### src/rtl/mod_counter.sv
// Modulo-MODULO up/down counter with enable prescaler, load/clear, and
// wrap-or-saturate limits; emits a registered terminal-count pulse.
module mod_counter #(
  parameter int WIDTH    = 8,
  parameter int MODULO   = 10,
  parameter int PRESCALE = 1,
  parameter int SATURATE = 0
) (
  input  logic             clkf,
  input  logic             rst,
  input  logic             ena,
  input  logic             up_dn,
  input  logic             clear,
  input  logic             load,
  input  logic [WIDTH-1:0] load_val,
  input  logic [WIDTH-1:0] cmp_val,
  output logic [WIDTH-1:0] count,
  output logic             tc,
  output logic             match,
  output logic             at_max,
  output logic             at_min
);

  localparam int PW = (PRESCALE > 1) ? $clog2(PRESCALE) : 1;
  localparam logic [PW-1:0]  PRE_LAST = PW'(PRESCALE - 1);
  localparam logic [WIDTH-1:0] CNT_MAX = WIDTH'(MODULO - 1);
  // One extra bit so MODULO == 2**WIDTH still compares correctly.
  localparam logic [WIDTH:0]   MOD_EXT = (WIDTH + 1)'(MODULO);

  logic [WIDTH-1:0] cnt_q, cnt_d;
  logic [PW-1:0]    pre_q, pre_d;
  logic             tc_q, tc_d;
  logic             step;
  logic [WIDTH-1:0] load_clamped;

  assign step         = ena && (pre_q == PRE_LAST);
  assign load_clamped = ({1'b0, load_val} < MOD_EXT) ? load_val : CNT_MAX;

  always_comb begin
    cnt_d = cnt_q;
    pre_d = pre_q;
    tc_d  = 1'b0;
    if (clear) begin
      cnt_d = '0;
      pre_d = '0;
    end else if (load) begin
      cnt_d = load_clamped;
      pre_d = '0;
    end else if (step) begin
      pre_d = '0;
      if (up_dn) begin
        if (cnt_q == CNT_MAX) begin
          tc_d  = 1'b1;
          cnt_d = (SATURATE != 0) ? CNT_MAX : '0;
        end else begin
          cnt_d = cnt_q + 1'b1;
        end
      end else begin
        if (cnt_q == '0) begin
          tc_d  = 1'b1;
          cnt_d = (SATURATE != 0) ? '0 : CNT_MAX;
        end else begin
          cnt_d = cnt_q - 1'b1;
        end
      end
    end else if (ena) begin
      pre_d = pre_q + 1'b1;
    end
  end

  always_ff @(posedge clkf) begin
    if (rst) begin
      cnt_q <= '0;
      pre_q <= '0;
      tc_q  <= 1'b0;
    end else begin
      cnt_q <= cnt_d;
      pre_q <= pre_d;
      tc_q  <= tc_d;
    end
  end

  assign count  = cnt_q;
  assign tc     = tc_q;
  assign match  = (cnt_q == cmp_val);
  assign at_max = (cnt_q == CNT_MAX);
  assign at_min = (cnt_q == '0);

endmodule
### config.mk
export PLATFORM = sky130hd
export DESIGN_NAME = mod_counter
export DESIGN_NICKNAME = d
export VERILOG_FILES = /design/src/rtl/mod_counter.sv
export SDC_FILE = /design/constraint.sdc
export NUM_CORES = 1
export LEC_CHECK = 0
export CAP_MARGIN = 20
export CORE_MARGIN = 3
export CORE_UTILIZATION = 48
export CTS_CLUSTER_SIZE = 28
export DETAILED_ROUTE_END_ITERATION = 6
export GPL_TIMING_DRIVEN = 1
export PLACE_DENSITY = 0.84
export SKIP_LAST_GASP = 1
export SLEW_MARGIN = 40
export SYNTH_ARGS = -nofsm -noshare
export SYNTH_HDL_FRONTEND = slang
export SYNTH_SLANG_ARGS = --single-unit
### constraint.sdc
create_clock -name clkf -period 4.36 [get_ports clkf]
set_clock_uncertainty 0.05 [all_clocks]
set_input_delay 0.872 -clock clkf [delete_from_list [all_inputs] [get_ports clkf]]
set_output_delay 0.872 -clock clkf [all_outputs]
set_load 0.02 [all_outputs]
==> out/metrics.yaml <==
outcome:
  status: "completed"
synth:
  yosysWarnings: 0
  synth-main-ff-cell: "dfxtp_1"
  async_reset_ff_share_pct: 0
  synth-seq-area-share_pct: 20.3
  synth_edf_count: 0
  synth.avg_cell_area_um2: 7.96
  ys_ff_latch: 10
  synth.area.top_cells: "dfxtp_1, xnor2_1, ha_1"
  synth_top_area_share_pct: 20.3
  synth_area_um2: 987
  synth_cell_types: 47
  synth.largest_area_cell: "dfxtp_1"
  syn-instance-count: 124
  synthesis.nets: 150
sta:
  setup_ws_ps: 1170
  min_period_over_period_pct: 73.1
  setup_viol: 0
  rsz0062_at_grt: "no"
  drv_slew: 0
  tightestPinTransition_ps: 721
  slew_headroom_pct: 51.5
  max_freq_mhz: 314
  tns_ps: 0
  period_minus_slack_ps: 3190
  finalHoldViolations: 0
placed_design:
  placed_area_um2: 1320
  dp_slack_ps: 1170
  portBuffers: 33
  dp_hpwl_um: 2080
  globalplace.congestion: 0.835
routing:
  drc_errors: 0
  detail-route-antenna-nets: 0
  vias_per_cell: 5.98
  wl_um: 2780
  wl_per_cell_um: 15.5
  first_pass_iters: 4
  num_vias: 1070
  initialDrtViolationCount: 32
floorplanning:
  fp.dieW_um: 51.4
  start_util_pct: 53.7
  dieArea_um2: 2640
  coreArea_um2: 1840
  pin_count: 34
  die_h_um: 51.4
  rows: 15
clocking:
  cts_tree: "built"
  cts_resized: 0
  clk_path_buf_depth: 2
  holdBufCountCts: 0
  cts_buffers: 3
  cts_sinks: 10
  cts_setup_buffers: 0
  clk_pin_slew_worst_paths_ps: 60
  clock_latency_ps: 280
  cts_root_buf: "clkbuf_4"
  cts_max_level: 1
grt:
  track_usage_pct: 22.8
  overflow: 0
  grt_max_degree: 15
  antenna_found_initial: 0
  grt_pass1_wl_um: 4520
  grt_pass1_vias: 981
power:
  p_leak_nw: 0.458
  vdd_drop_max_mv: 0.129
  power_density_nw_per_um2: 192
worst_setup_path:
  path_buf_inv: 2
  crit_top_cell: "clkdlybuf4s50_1"
  cpLargestDelayFamily: "buffers and inverters"
  max_stage_delay_ps: 600
  crit_chain: "clkdlybuf4s50_1, xnor2_1, nand4_1, nor2_1, clkdlybuf4s50_1"
  crit_arrival_ps: 2270
  slowest_stage: "clkdlybuf4s50_1"
  cp_max_fo: 1
  endpoint_kind: "output port"
  critical_path_class: "in2out"
  startpoint_type: "primary input"
  required_ps: 3440
finish:
  antenna_cells: 0
  seqCellArea_um2: 200
  drive_above_1_share_pct: 7.14
  multi_input_area_um2: 733
  final_area_um2: 1340
  n_fill_cell: 159
  finalNetCount: 182
  syn_to_final_growth_pct: 35.7
flow_run:
  drv_cap: 0
hold_path:
  min_path_type: "reg2reg"
kinds of logic (layout without fill, tap and decap cells):
family          Yosys count  count (layout)  share of synthesized area, %
compound gates           40              40                          26.1
buf+inv                  12              42                          5.45
flops                    10              10                          20.3
simple gates             44              44                          30.3
fa+ha+maj                 4               4                          5.07
mux                       2               2                          2.15
xor+xnor                 12              12                          10.6
per-stage QoR:
step	power, mW	hold slack (ps)	util [%]	instances
floorplan	0.153	413	-	124
global placement	0.189	420	71.6	176
detailed placement	0.191	431	71.6	176
CTS	0.258	442	72.9	179
global route	0.269	464	72.9	179
finish	0.257	439	72.9	179
routing by layer:
metal / global-route usage, % / vias to the layer above / part of all wire (%)
met4: 10.9 / 0 / 1.2
met1: 28.4 / 496 / 43
met3: 4.66 / 3 / 7.9
li1: - / 526 / -
met5: 0 / - / 0
met2: 37.3 / 45 / 47
path summary, 6_finish.rpt:
path / startpoint / to / slack, ps / depth (start not counted)
max: cmp_val[2] / match / 1170 / 5
min: pre_q / pre_q / 440 / 1
max reg2reg: count[0] / count[3] / 2300 / 6
min reg2reg: pre_q / pre_q / 440 / 1
registers in the layout, indices dropped and copies added (netlist names):
name and flops:
pre_q 1, tc 1, count 8
worst register-to-register path: stages, from the launching register on:
cell,delay (ps)
dfxtp_1,520
inv_1,140
ha_1,210
nor3b_2,200
a21oi_1,450
a31oi_1,140
a22o_1,250
final cells by class:
class,count,area share [%]
clock buffer,3,1.68
inverter,6,1.68
multi-input combinational,102,54.7
sequential,10,14.9
tap,25,2.33
timing repair buffer,33,24.6
cells in the final DEF, fill, tap and decap left out, types with 2 or more instances in the layout:
cell type	count
or4_1	2
nand3_1	4
xor2_1	3
nor3_1	3
xnor2_1	9
ha_1	4
nand2_1	11
o21ai_0	6
a31oi_1	6
dfxtp_1	10
nand4_1	2
inv_1	6
nor2_1	4
nor3b_2	2
o21ai_1	4
a21oi_1	9
o21a_1	2
o31ai_1	2
nor3b_1	4
clkbuf_4	3
clkdlybuf4s50_1	33
report_power, final:
group          internal, mW  switching, mW  total, mW
Sequential           0.0938        0.00792      0.102
Clock                0.0321         0.0351     0.0672
Combinational        0.0472         0.0411     0.0883
cell usage after synthesis (2+ instances only):
master,instances
xor2_1,3
o21ai_0,6
nor3_1,3
nand2_1,11
a21oi_1,9
o21a_1,2
or4_1,2
nor3b_2,2
nor2_1,4
o31ai_1,2
xnor2_1,9
ha_1,4
inv_1,6
nand3_1,4
buf_2,4
a31oi_1,6
o21ai_1,4
nor3b_1,4
dfxtp_1,10
nand4_1,2
Note: power is estimated with default switching activity, not from simulation.
